$ cat src/rtl/fu_jump_sched_if.sv
// Bundle of requester, functional-unit and result-bus signals around the jump/branch scheduler.
// "master" is the scheduler side; "slave" is the surrounding pipeline (reservation station, FU, CDB).
interface fu_jump_sched_if #(
  parameter int NREQ  = 4,
  parameter int TAG_W = 3
);
  logic [NREQ-1:0]       req;
  logic [NREQ-1:0]       req_jalr;
  logic [NREQ-1:0]       req_jal;
  logic [3*NREQ-1:0]     req_cmp_ctrl;
  logic [32*NREQ-1:0]    req_rs1;
  logic [32*NREQ-1:0]    req_rs2;
  logic [32*NREQ-1:0]    req_imm;
  logic [32*NREQ-1:0]    req_pc;
  logic [TAG_W*NREQ-1:0] req_tag;
  logic [NREQ-1:0]       grant;
  logic                  flush;

  logic                  fu_en;
  logic                  fu_jalr;
  logic [2:0]            fu_cmp_ctrl;
  logic [31:0]           fu_rs1;
  logic [31:0]           fu_rs2;
  logic [31:0]           fu_imm;
  logic [31:0]           fu_pc;
  logic                  fu_finish;
  logic                  fu_cmp_res;
  logic [31:0]           fu_pc_jump;
  logic [31:0]           fu_pc_wb;

  logic                  res_valid;
  logic                  res_ready;
  logic [TAG_W-1:0]      res_tag;
  logic                  res_taken;
  logic [31:0]           res_pc_jump;
  logic [31:0]           res_pc_wb;
  logic                  busy;

  modport master (
    input  req, req_jalr, req_jal, req_cmp_ctrl, req_rs1, req_rs2, req_imm, req_pc, req_tag, flush,
    input  fu_finish, fu_cmp_res, fu_pc_jump, fu_pc_wb, res_ready,
    output grant, fu_en, fu_jalr, fu_cmp_ctrl, fu_rs1, fu_rs2, fu_imm, fu_pc,
    output res_valid, res_tag, res_taken, res_pc_jump, res_pc_wb, busy
  );

  modport slave (
    output req, req_jalr, req_jal, req_cmp_ctrl, req_rs1, req_rs2, req_imm, req_pc, req_tag, flush,
    output fu_finish, fu_cmp_res, fu_pc_jump, fu_pc_wb, res_ready,
    input  grant, fu_en, fu_jalr, fu_cmp_ctrl, fu_rs1, fu_rs2, fu_imm, fu_pc,
    input  res_valid, res_tag, res_taken, res_pc_jump, res_pc_wb, busy
  );
endinterface

$ cat src/rtl/fu_jump_sched.sv
// Round-robin issue controller for the shared jump/branch FU with a one-entry result buffer.
// Grant at T, FU finish at T+1, result valid at T+2; result held until res_ready, which also frees the next grant.
module fu_jump_sched #(
  parameter int NREQ  = 4,
  parameter int TAG_W = 3
) (
  input logic             clk,
  input logic             rst,
  fu_jump_sched_if.master bus
);
  localparam int PTR_W = $clog2(NREQ);

  typedef enum logic [1:0] {IDLE, EXEC, HOLD} state_e;

  state_e           state_q;
  logic [PTR_W-1:0] ptr_q;
  logic             squash_q;
  logic             jal_q;
  logic [TAG_W-1:0] tag_q;
  logic             res_valid_q;
  logic             res_taken_q;
  logic [TAG_W-1:0] res_tag_q;
  logic [31:0]      res_pc_jump_q;
  logic [31:0]      res_pc_wb_q;

  logic             win_found_d;
  logic [PTR_W-1:0] win_idx_d;
  logic [PTR_W-1:0] scan_d;
  logic             issue_d;
  logic             sel_jal_d;
  logic [TAG_W-1:0] sel_tag_d;

  // Scan starts one past the last winner so every requester gets a turn.
  always_comb begin
    win_found_d = 1'b0;
    win_idx_d   = '0;
    scan_d      = '0;
    for (int k = 1; k <= NREQ; k++) begin
      scan_d = PTR_W'((int'(ptr_q) + k) % NREQ);
      if (!win_found_d && bus.req[scan_d]) begin
        win_found_d = 1'b1;
        win_idx_d   = scan_d;
      end
    end
  end

  // A new op may only start when the FU is idle and the result buffer is (or is becoming) free.
  assign issue_d = !bus.flush && win_found_d &&
                   ((state_q == IDLE) || ((state_q == HOLD) && bus.res_ready));

  always_comb begin
    bus.grant       = '0;
    bus.fu_en       = issue_d;
    bus.fu_jalr     = bus.req_jalr[0];
    bus.fu_cmp_ctrl = bus.req_cmp_ctrl[2:0];
    bus.fu_rs1      = bus.req_rs1[31:0];
    bus.fu_rs2      = bus.req_rs2[31:0];
    bus.fu_imm      = bus.req_imm[31:0];
    bus.fu_pc       = bus.req_pc[31:0];
    sel_jal_d       = bus.req_jal[0];
    sel_tag_d       = bus.req_tag[TAG_W-1:0];
    for (int i = 0; i < NREQ; i++) begin
      if (issue_d && (win_idx_d == PTR_W'(i))) begin
        bus.grant[i]    = 1'b1;
        bus.fu_jalr     = bus.req_jalr[i];
        bus.fu_cmp_ctrl = bus.req_cmp_ctrl[3*i +: 3];
        bus.fu_rs1      = bus.req_rs1[32*i +: 32];
        bus.fu_rs2      = bus.req_rs2[32*i +: 32];
        bus.fu_imm      = bus.req_imm[32*i +: 32];
        bus.fu_pc       = bus.req_pc[32*i +: 32];
        sel_jal_d       = bus.req_jal[i];
        sel_tag_d       = bus.req_tag[TAG_W*i +: TAG_W];
      end
    end
  end

  always_ff @(posedge clk or negedge rst) begin
    if (!rst) begin
      state_q       <= IDLE;
      ptr_q         <= PTR_W'(NREQ - 1);
      squash_q      <= 1'b0;
      jal_q         <= 1'b0;
      tag_q         <= '0;
      res_valid_q   <= 1'b0;
      res_taken_q   <= 1'b0;
      res_tag_q     <= '0;
      res_pc_jump_q <= '0;
      res_pc_wb_q   <= '0;
    end else begin
      if (issue_d) begin
        ptr_q <= win_idx_d;
        jal_q <= sel_jal_d;
        tag_q <= sel_tag_d;
      end
      case (state_q)
        IDLE: begin
          if (issue_d) state_q <= EXEC;
        end
        EXEC: begin
          // A flush landing on the finish cycle drops the result just like an earlier one.
          if (bus.fu_finish) begin
            if (squash_q || bus.flush) begin
              squash_q <= 1'b0;
              state_q  <= IDLE;
            end else begin
              res_tag_q     <= tag_q;
              res_taken_q   <= jal_q | bus.fu_cmp_res;
              res_pc_jump_q <= bus.fu_pc_jump;
              res_pc_wb_q   <= bus.fu_pc_wb;
              res_valid_q   <= 1'b1;
              state_q       <= HOLD;
            end
          end else if (bus.flush) begin
            squash_q <= 1'b1;
          end
        end
        HOLD: begin
          if (bus.flush) begin
            res_valid_q <= 1'b0;
            state_q     <= IDLE;
          end else if (bus.res_ready) begin
            res_valid_q <= 1'b0;
            state_q     <= issue_d ? EXEC : IDLE;
          end
        end
        default: state_q <= IDLE;
      endcase
    end
  end

  assign bus.res_valid   = res_valid_q;
  assign bus.res_tag     = res_tag_q;
  assign bus.res_taken   = res_taken_q;
  assign bus.res_pc_jump = res_pc_jump_q;
  assign bus.res_pc_wb   = res_pc_wb_q;
  assign bus.busy        = (state_q != IDLE);
endmodule

$ cat src/flat_wrapper.sv
// flat-port wrapper written by rule: the top's interface ports become plain ports
module fu_jump_sched_flat 
#(
  parameter int NREQ  = 4,
  parameter int TAG_W = 3
)
  (clk, rst, bus_req, bus_req_jalr, bus_req_jal, bus_req_cmp_ctrl, bus_req_rs1, bus_req_rs2, bus_req_imm, bus_req_pc, bus_req_tag, bus_flush, bus_fu_finish, bus_fu_cmp_res, bus_fu_pc_jump, bus_fu_pc_wb, bus_res_ready, bus_grant, bus_fu_en, bus_fu_jalr, bus_fu_cmp_ctrl, bus_fu_rs1, bus_fu_rs2, bus_fu_imm, bus_fu_pc, bus_res_valid, bus_res_tag, bus_res_taken, bus_res_pc_jump, bus_res_pc_wb, bus_busy);
  fu_jump_sched_if #(.NREQ(NREQ), .TAG_W(TAG_W)) bus_i ();
  input logic clk;
  input logic rst;
  input wire logic [$bits(bus_i.req)-1:0] bus_req;
  input wire logic [$bits(bus_i.req_jalr)-1:0] bus_req_jalr;
  input wire logic [$bits(bus_i.req_jal)-1:0] bus_req_jal;
  input wire logic [$bits(bus_i.req_cmp_ctrl)-1:0] bus_req_cmp_ctrl;
  input wire logic [$bits(bus_i.req_rs1)-1:0] bus_req_rs1;
  input wire logic [$bits(bus_i.req_rs2)-1:0] bus_req_rs2;
  input wire logic [$bits(bus_i.req_imm)-1:0] bus_req_imm;
  input wire logic [$bits(bus_i.req_pc)-1:0] bus_req_pc;
  input wire logic [$bits(bus_i.req_tag)-1:0] bus_req_tag;
  input wire logic [$bits(bus_i.flush)-1:0] bus_flush;
  input wire logic [$bits(bus_i.fu_finish)-1:0] bus_fu_finish;
  input wire logic [$bits(bus_i.fu_cmp_res)-1:0] bus_fu_cmp_res;
  input wire logic [$bits(bus_i.fu_pc_jump)-1:0] bus_fu_pc_jump;
  input wire logic [$bits(bus_i.fu_pc_wb)-1:0] bus_fu_pc_wb;
  input wire logic [$bits(bus_i.res_ready)-1:0] bus_res_ready;
  output wire logic [$bits(bus_i.grant)-1:0] bus_grant;
  output wire logic [$bits(bus_i.fu_en)-1:0] bus_fu_en;
  output wire logic [$bits(bus_i.fu_jalr)-1:0] bus_fu_jalr;
  output wire logic [$bits(bus_i.fu_cmp_ctrl)-1:0] bus_fu_cmp_ctrl;
  output wire logic [$bits(bus_i.fu_rs1)-1:0] bus_fu_rs1;
  output wire logic [$bits(bus_i.fu_rs2)-1:0] bus_fu_rs2;
  output wire logic [$bits(bus_i.fu_imm)-1:0] bus_fu_imm;
  output wire logic [$bits(bus_i.fu_pc)-1:0] bus_fu_pc;
  output wire logic [$bits(bus_i.res_valid)-1:0] bus_res_valid;
  output wire logic [$bits(bus_i.res_tag)-1:0] bus_res_tag;
  output wire logic [$bits(bus_i.res_taken)-1:0] bus_res_taken;
  output wire logic [$bits(bus_i.res_pc_jump)-1:0] bus_res_pc_jump;
  output wire logic [$bits(bus_i.res_pc_wb)-1:0] bus_res_pc_wb;
  output wire logic [$bits(bus_i.busy)-1:0] bus_busy;
  assign bus_i.req = bus_req;
  assign bus_i.req_jalr = bus_req_jalr;
  assign bus_i.req_jal = bus_req_jal;
  assign bus_i.req_cmp_ctrl = bus_req_cmp_ctrl;
  assign bus_i.req_rs1 = bus_req_rs1;
  assign bus_i.req_rs2 = bus_req_rs2;
  assign bus_i.req_imm = bus_req_imm;
  assign bus_i.req_pc = bus_req_pc;
  assign bus_i.req_tag = bus_req_tag;
  assign bus_i.flush = bus_flush;
  assign bus_i.fu_finish = bus_fu_finish;
  assign bus_i.fu_cmp_res = bus_fu_cmp_res;
  assign bus_i.fu_pc_jump = bus_fu_pc_jump;
  assign bus_i.fu_pc_wb = bus_fu_pc_wb;
  assign bus_i.res_ready = bus_res_ready;
  assign bus_grant = bus_i.grant;
  assign bus_fu_en = bus_i.fu_en;
  assign bus_fu_jalr = bus_i.fu_jalr;
  assign bus_fu_cmp_ctrl = bus_i.fu_cmp_ctrl;
  assign bus_fu_rs1 = bus_i.fu_rs1;
  assign bus_fu_rs2 = bus_i.fu_rs2;
  assign bus_fu_imm = bus_i.fu_imm;
  assign bus_fu_pc = bus_i.fu_pc;
  assign bus_res_valid = bus_i.res_valid;
  assign bus_res_tag = bus_i.res_tag;
  assign bus_res_taken = bus_i.res_taken;
  assign bus_res_pc_jump = bus_i.res_pc_jump;
  assign bus_res_pc_wb = bus_i.res_pc_wb;
  assign bus_busy = bus_i.busy;
  fu_jump_sched #(.NREQ(NREQ), .TAG_W(TAG_W)) u_core (.clk(clk), .rst(rst), .bus(bus_i));
endmodule
$ cat config.mk
export PLATFORM = sky130hd
export DESIGN_NAME = fu_jump_sched_flat
export DESIGN_NICKNAME = d
export VERILOG_FILES = /design/src/rtl/fu_jump_sched_if.sv /design/src/rtl/fu_jump_sched.sv /design/src/flat_wrapper.sv
export SDC_FILE = /design/constraint.sdc
export NUM_CORES = 1
export LEC_CHECK = 0
export ABC_AREA = 1
export BUFFER_PORTS_ARGS = -buffer_cell sky130_fd_sc_hd__buf_2
export CAP_MARGIN = 20
export CORE_AREA = 2 2 318 320
export DETAILED_ROUTE_END_ITERATION = 10
export DIE_AREA = 0 0 320 322
export PLACE_DENSITY = 0.33
export SYNTH_ARGS = -nofsm -noshare
export SYNTH_HDL_FRONTEND = slang
export SYNTH_SLANG_ARGS = --single-unit
export TNS_END_PERCENT = 1
$ cat constraint.sdc
create_clock -name clk -period 2.56 [get_ports clk]
set_input_delay 0.128 -clock clk [delete_from_list [all_inputs] [get_ports clk]]
set_output_delay 0.128 -clock clk [all_outputs]
set_load 0.05 [all_outputs]
Word-level counts from Yosys, hierarchy flattened
Cells that the tools add are included.
Operators by class
  multiplexer cells: 59
  reductions and logical operators: 25
  equal/unequal tests: 10
  bitwise gates (word level): 2
  order comparisons: 4
  add/subtract/negate cells: 4
Operators by type and width (count)
  32-bit 2-to-1 mux: 12
  1-bit 2-to-1 mux: 26
  2-bit 2-to-1 mux: 9
  3-bit 2-to-1 mux: 6
  2-bit by 3-bit < comparator with 1-bit output (second input constant): 4
  1-bit logical AND: 10
  3-bit AND reduction: 3
  1-bit binary-select mux with 2-bit select: 4
  2-bit equality test (second input constant): 3
  2-bit case mux with 3 select lines: 1
  2-bit nonzero test: 3
  2-bit by 1-bit adder with 2-bit output (second input constant): 2
  2-bit adder (second input constant): 2
  2-bit by 1-bit equality test with 1-bit output (second input constant): 2
  1-bit zero test: 4
  2-bit zero test: 2
  2-bit by 1-bit != test with 1-bit output (second input constant): 2
  2-bit != test (second input constant): 2
  4-bit AND reduction: 1
  3-bit != test (second input constant): 1
  1-bit logical OR: 2
  1-bit case mux with 2 select lines: 1
  1-bit inverter: 1
  1-bit bitwise OR: 1
Word-level totals
  register bits: 78
  input port bits: 618
  word-level logic and storage cells: 114
  output and inout port bits: 207

Longest topological paths before layout
  depth after elaboration: 19
  gate-level depth with buffers: 19
  depth with buffers taken out: 16

Worst setup path after synthesis
Ideal clock, no wire load.
  path kind: register to output
  start: register u_core.ptr_q[0]
  end: output bus_fu_pc[12]
  buffers on the path: 3
  stages on the path, launching flop included: 16
  setup slack: -0.366 ns
  arrival: 2.798 ns
  cells stage by stage: dfstp_2 -> buf_6 -> inv_4 -> nand2_1 -> nand2_1 -> o21ai_1 -> inv_1 -> nand3_2 -> nand2_4 -> inv_2 -> nand2_4 -> inv_2 -> buf_6 -> buf_2 -> o21ai_0 -> a21oi_1
On the way
  longest elaborated chain between the ends: 19
  elaborated cells on any way between the ends: 37
RTL lines
  start: declaration: line fu_jump_sched.sv:16  | logic [PTR_W-1:0] ptr_q;
  start signal: assignment: line fu_jump_sched.sv:80  | ptr_q <= PTR_W'(NREQ - 1);
  start signal: assignment: line fu_jump_sched.sv:91  | ptr_q <= win_idx_d;
  2-bit by 1-bit adder with 2-bit output: line fu_jump_sched.sv:39  | scan_d = PTR_W'((int'(ptr_q) + k) % NREQ);
  1-bit binary-select mux with 2-bit select: line fu_jump_sched.sv:40  | if (!win_found_d && bus.req[scan_d]) begin
  1-bit 2-to-1 mux (not written as such): line fu_jump_sched.sv:40
  1-bit 2-to-1 mux: line fu_jump_sched.sv:40
  1-bit zero test: line fu_jump_sched.sv:40
  1-bit logical AND: line fu_jump_sched.sv:40
  1-bit 2-to-1 mux: line fu_jump_sched.sv:40
  1-bit zero test: line fu_jump_sched.sv:40
  [2 not listed]
  1-bit zero test: line fu_jump_sched.sv:40
  1-bit logical AND: line fu_jump_sched.sv:40
  1-bit 2-to-1 mux *: line fu_jump_sched.sv:40
  1-bit logical AND * (2 in series): line fu_jump_sched.sv:48  | assign issue_d = !bus.flush && win_found_d &&
  net bus_fu_en: line flat_wrapper.sv:27  | output wire logic [$bits(bus_i.fu_en)-1:0] bus_fu_en;
  1-bit logical AND: line fu_jump_sched.sv:63  | if (issue_d && (win_idx_d == PTR_W'(i))) begin
  32-bit 2-to-1 mux (2 in series): line fu_jump_sched.sv:63
  32-bit 2-to-1 mux *: line fu_jump_sched.sv:63
  end: declaration: line flat_wrapper.sv:33  | output wire logic [$bits(bus_i.fu_pc)-1:0] bus_fu_pc;
Mark *: on every way through the listed nets, which the timed path passes. The rest lies on a longest branch. The select of a mux whose other input is x is not followed.

Worst setup path in the final report
  start: register u_core.ptr_q[0]
  end: output bus_fu_rs2[8]
On the way
  longest elaborated chain between the ends: 19
  elaborated cells on any way between the ends: 37
RTL lines
  2-bit by 1-bit adder with 2-bit output: line fu_jump_sched.sv:39
  1-bit binary-select mux with 2-bit select: line fu_jump_sched.sv:40
  1-bit 2-to-1 mux (not written as such): line fu_jump_sched.sv:40
  1-bit 2-to-1 mux: line fu_jump_sched.sv:40
  1-bit zero test: line fu_jump_sched.sv:40
  1-bit logical AND: line fu_jump_sched.sv:40
  1-bit 2-to-1 mux: line fu_jump_sched.sv:40
  1-bit zero test: line fu_jump_sched.sv:40
  1-bit logical AND: line fu_jump_sched.sv:40
  1-bit 2-to-1 mux: line fu_jump_sched.sv:40
  1-bit zero test: line fu_jump_sched.sv:40
  1-bit logical AND: line fu_jump_sched.sv:40
  1-bit 2-to-1 mux: line fu_jump_sched.sv:40
  1-bit logical AND (2 in series): line fu_jump_sched.sv:48
  1-bit logical AND: line fu_jump_sched.sv:63
  32-bit 2-to-1 mux (2 in series): line fu_jump_sched.sv:63
  32-bit 2-to-1 mux *: line fu_jump_sched.sv:63
  end: declaration: line flat_wrapper.sv:31  | output wire logic [$bits(bus_i.fu_rs2)-1:0] bus_fu_rs2;
Mark *: on every way between the ends. The rest lies on a longest branch, timed or not. The select of a mux whose other input is x is not followed.

==> metrics.md <==
| Metric | Value |
|---|---|
| Status | `finished, violations left` |
| Failing checks | `setup timing` |
| Die width | `about 320 um` |
| Core region area | `99,600 sq um` |
| Final setup fails | `about 140` |
| Hold Slack | `between 10 and 15 ps` |
| Post-Route WL | `70.6 mm` |
| Setup tns final | `-47,320 ps` |
| Layout cells sized above 1 | `about half` |
| Initial DRC count | `slightly above 700` |
| Period utilization | `119%` |
| Top cell type by total area after synthesis | `dfrtp_1` |
| DP Wirelength | `roughly 57 mm` |
| Synthesized cell area | `roughly 8400 sq um` |
| Number of global-route vias before repair | `14,004` |
| Worst vdd ir | `between 0.8 and 0.9 mV` |
| Clk sinks | `78` |
| Clk pin slew, worst setup/hold paths | `approximately 70 ps` |
| Peak Freq | `between 300 and 400 MHz` |
| Worst path required time | `approximately 2400 ps` |
| First-pass GRT wire length | `just under 100 mm` |
| Sequential share of the synthesized area | `between 20% and 30%` |
| R2R cell count | `17` |
| WP buf/inv | `6` |
| Global Route Usage Sum | `between 10% and 20%` |
| Largest cells by area after synthesis | `dfrtp_1 23%, nand2_1 19%, nand3b_1 11%` |
| Syn_nets | `roughly 2,100` |
| Setup WS post-layout | `-496 ps` |
| Hold EP | `u_core.bus.res_pc_jump[11]$_DFFE_PN0P_` |
| LEAKAGE | `a little under 10 nW` |
| Height of the die | `322 um` |
| Nets | `just over 3,000` |
| Global route overflow | `0` |
| Crit-path max FO | `45` |
| Initial antenna violation count | `32` |
| Most common cell in the netlist | `nand2_1` |
| Vias per Instance | `~3.6` |
| Dpl cells | `3,633` |
| Critical path's most frequent cell | `nand2_2` |
| Hold WC Path Type | `primary input to register` |
| Maxcap violations | `0` |
| Cell Chain, Critical Path | `inv_4, nand2_1, nand2_1, nand2_2, nand2_2, nor2_4, nand4_1, nand2_2, inv_6, buf_4, buf_12, nand3b_1, nand3_1, a21oi_2, buf_4, buf_12` |
| Critical Path Sink Type | `primary output` |
| Slew HR | `between 50% and 60%` |
| Post-Synthesis Cells | `between 1,000 and 1,500` |
| Ys async rst share | `between 90% and 100%` |
| Clock Tree Root | `clkbuf_16` |
| DRC | `0` |
| Origin of the critical flop-to-flop path | `u_core.ptr_q[0]$_DFFE_PN1P_` |
| IO Port Bufs | `between 800 and 900` |
| Num CTS Buffers | `9` |
| Pwr Density | `between 1500 and 2000 nW/um^2` |
| H-tree depth | `3` |
| Period minus WS final | `between 3000 and 4000 ps` |
| Longest Clk Path Bufs | `2` |
| CP Class | `register to primary output` |
| Top cells by count, synth | `433 x nand2_1, 149 x inv_1, 149 x nor2_1` |
| Num rows | `116` |
| Synth Area per Inst | `~5.7 sq um` |
| Top-area cell type share of the netlist area | `between 20% and 30%` |
| CTS tree | `built` |
| Worst setup SP type | `register` |
| Worst R2R End | `u_core.jal_q$_DFFE_PN0P_` |
| RSZ-0062 raised after global routing | `true` |
| Post-synth EDFFs | `0` |
| Antenna Violating Nets Remaining | `0` |
| Clock insertion delay at the later pin of the skew report | `roughly 350 ps` |
| Largest net degree at the start of global routing | `between 50 and 60` |
| Die footprint | `103,000 sq um` |
| Final-report max-slew violation count | `0` |
| Layout Skew | `10.0 ps` |
| Critical Path AT | `~3000 ps` |
| Fill cell count | `11,536` |
| Family with the most delay on the worst path | `simple AND/OR/NAND/NOR gates` |
| Synth Register Bits | `78` |
| DR WL/cell | `18.9 um` |
| Slowest stage delay, CP | `roughly 600 ps` |
| YS warnings | `0` |
| Pre-Repair DR Iteration Count | `7` |
| Worst-Margin Slew | `between 600 and 700 ps` |
| Slowest CP cell | `dfstp_2` |
| Synth cell types | `25` |
| Hold Path Stages | `3` |
| Routability cong. | `roughly 0.85` |
| Hold Crit Start | `bus_fu_pc_jump[11]` |
| Via Count | `between 10,000 and 15,000` |
| P&R area growth vs syn | `116%` |
| Starting Density | `around 8.4%` |
| Final Non-Filler Cells | `between 3,000 and 4,000` |
| FF-to-FF setup slack | `~50 ps` |
| Top FF cell, synth | `dfrtp_1` |
| Top-level I/O count | `825` |
| Final hold vios | `0` |
[area by class of cell]
| type | instances | area (sq um) | share of cell area (%) |
|---|---|---|---|
| multi-input cells | 1126 | 5850 | 32.4 |
| clock inverters | 6 | 70.1 | 0.388 |
| diodes | 10 | 25.0 | 0.139 |
| flip-flops and latches | 78 | 1950 | 10.8 |
| well taps | 1298 | 1620 | 9.00 |
| clock buffers | 10 | 229 | 1.27 |
| repair buffers | 1055 | 7680 | 42.5 |
| inverters | 158 | 623 | 3.45 |
[worst max-delay path by stage]
stage | from | to | slack (ps) | depth (start not counted)
6_report | u_core.ptr_q[0]$_DFFE_PN1P_ | bus_fu_rs2[8] | -500 | 16
5_1_grt | u_core.ptr_q[0]$_DFFE_PN1P_ | bus_fu_rs2[16] | -660 | 17
4_1_cts | u_core.ptr_q[0]$_DFFE_PN1P_ | bus_fu_rs1[2] | -510 | 15
3_5_place_dp | u_core.ptr_q[0]$_DFFE_PN1P_ | bus_fu_rs2[8] | -290 | 17
3_3_place_gp | u_core.ptr_q[0]$_DFFE_PN1P_ | bus_fu_rs1[31] | -270 | 15
2_1_floorplan | u_core.ptr_q[0]$_DFFE_PN1P_ | bus_fu_cmp_ctrl[0] | -330 | 14
[layer usage]
layer,track usage (%),vias to the layer above,part of all wire (%)
li1,-,6661,-
met1,13.6,6270,37
met2,24.1,591,52
met3,4.56,99,8.9
met4,4.13,18,2.5
met5,0,-,0.17
[repair_timing]
action	4_1_cts	5_1_grt
setup endpoints to repair	139	140
setup buffers	12	1
hold buffers	60	0
pin swaps	46	34
hold endpoints to repair	100	0
gates cloned	9	0
resized for setup	288	54
[flip-flops by register name, indices dropped and copies added, names as in the netlist]
| signal | flops |
|---|---|
| u_core.bus.res_pc_wb | 32 |
| u_core.tag_q | 3 |
| u_core.squash_q | 1 |
| u_core.ptr_q | 2 |
| u_core.bus.res_valid | 1 |
| u_core.bus.res_pc_jump | 32 |
| u_core.bus.res_taken | 1 |
| u_core.state_q | 2 |
| u_core.jal_q | 1 |
| u_core.bus.res_tag | 3 |
[logic make-up after synthesis]
group           share of synthesized area, %
compound gates                          15.4
buf+inv                                 13.6
flops                                   23.3
simple gates                            47.6
[power breakdown]
group / total (mW) / internal (mW) / switching (mW)
Sequential: 2.20 / 1.86 / 0.332
Clock: 1.34 / 0.764 / 0.580
Combinational: 26.9 / 9.35 / 17.5
Total: 30.4 / 12.0 / 18.4
[through the flow]
step / utilization (%) / power (mW) / cell area [sq um] / setup slack (ps)
finish: 18.1 / 30.4 / 18100 / -496
floorplan: - / 16.3 / 8560 / -334
CTS: 17.9 / 30.6 / 17900 / -511
global route: 18.1 / 32.3 / 18000 / -658
global placement: 15.8 / 26.4 / 15800 / -270
detailed placement: 15.8 / 26.3 / 15800 / -286
[worst min-delay path: stages]
cell,delay (ps)
buf_2,80
nand2_1,60
nand2_1,60
[cell usage in the layout (no fill, tap or decap), drive strengths merged]
master,count
o21ai,130
inv,159
bufbuf,3
clkbuf,11
a21oi,127
dfstp,2
nor3,1
nand4,2
a211oi,1
nor2,153
dfrtp,76
dlygate4sd3,60
nand3b,121
nand3,149
buf,991
clkinv,4
diode,10
nand2,442
bufinv,1
Power figures use the tool's default switching activity.
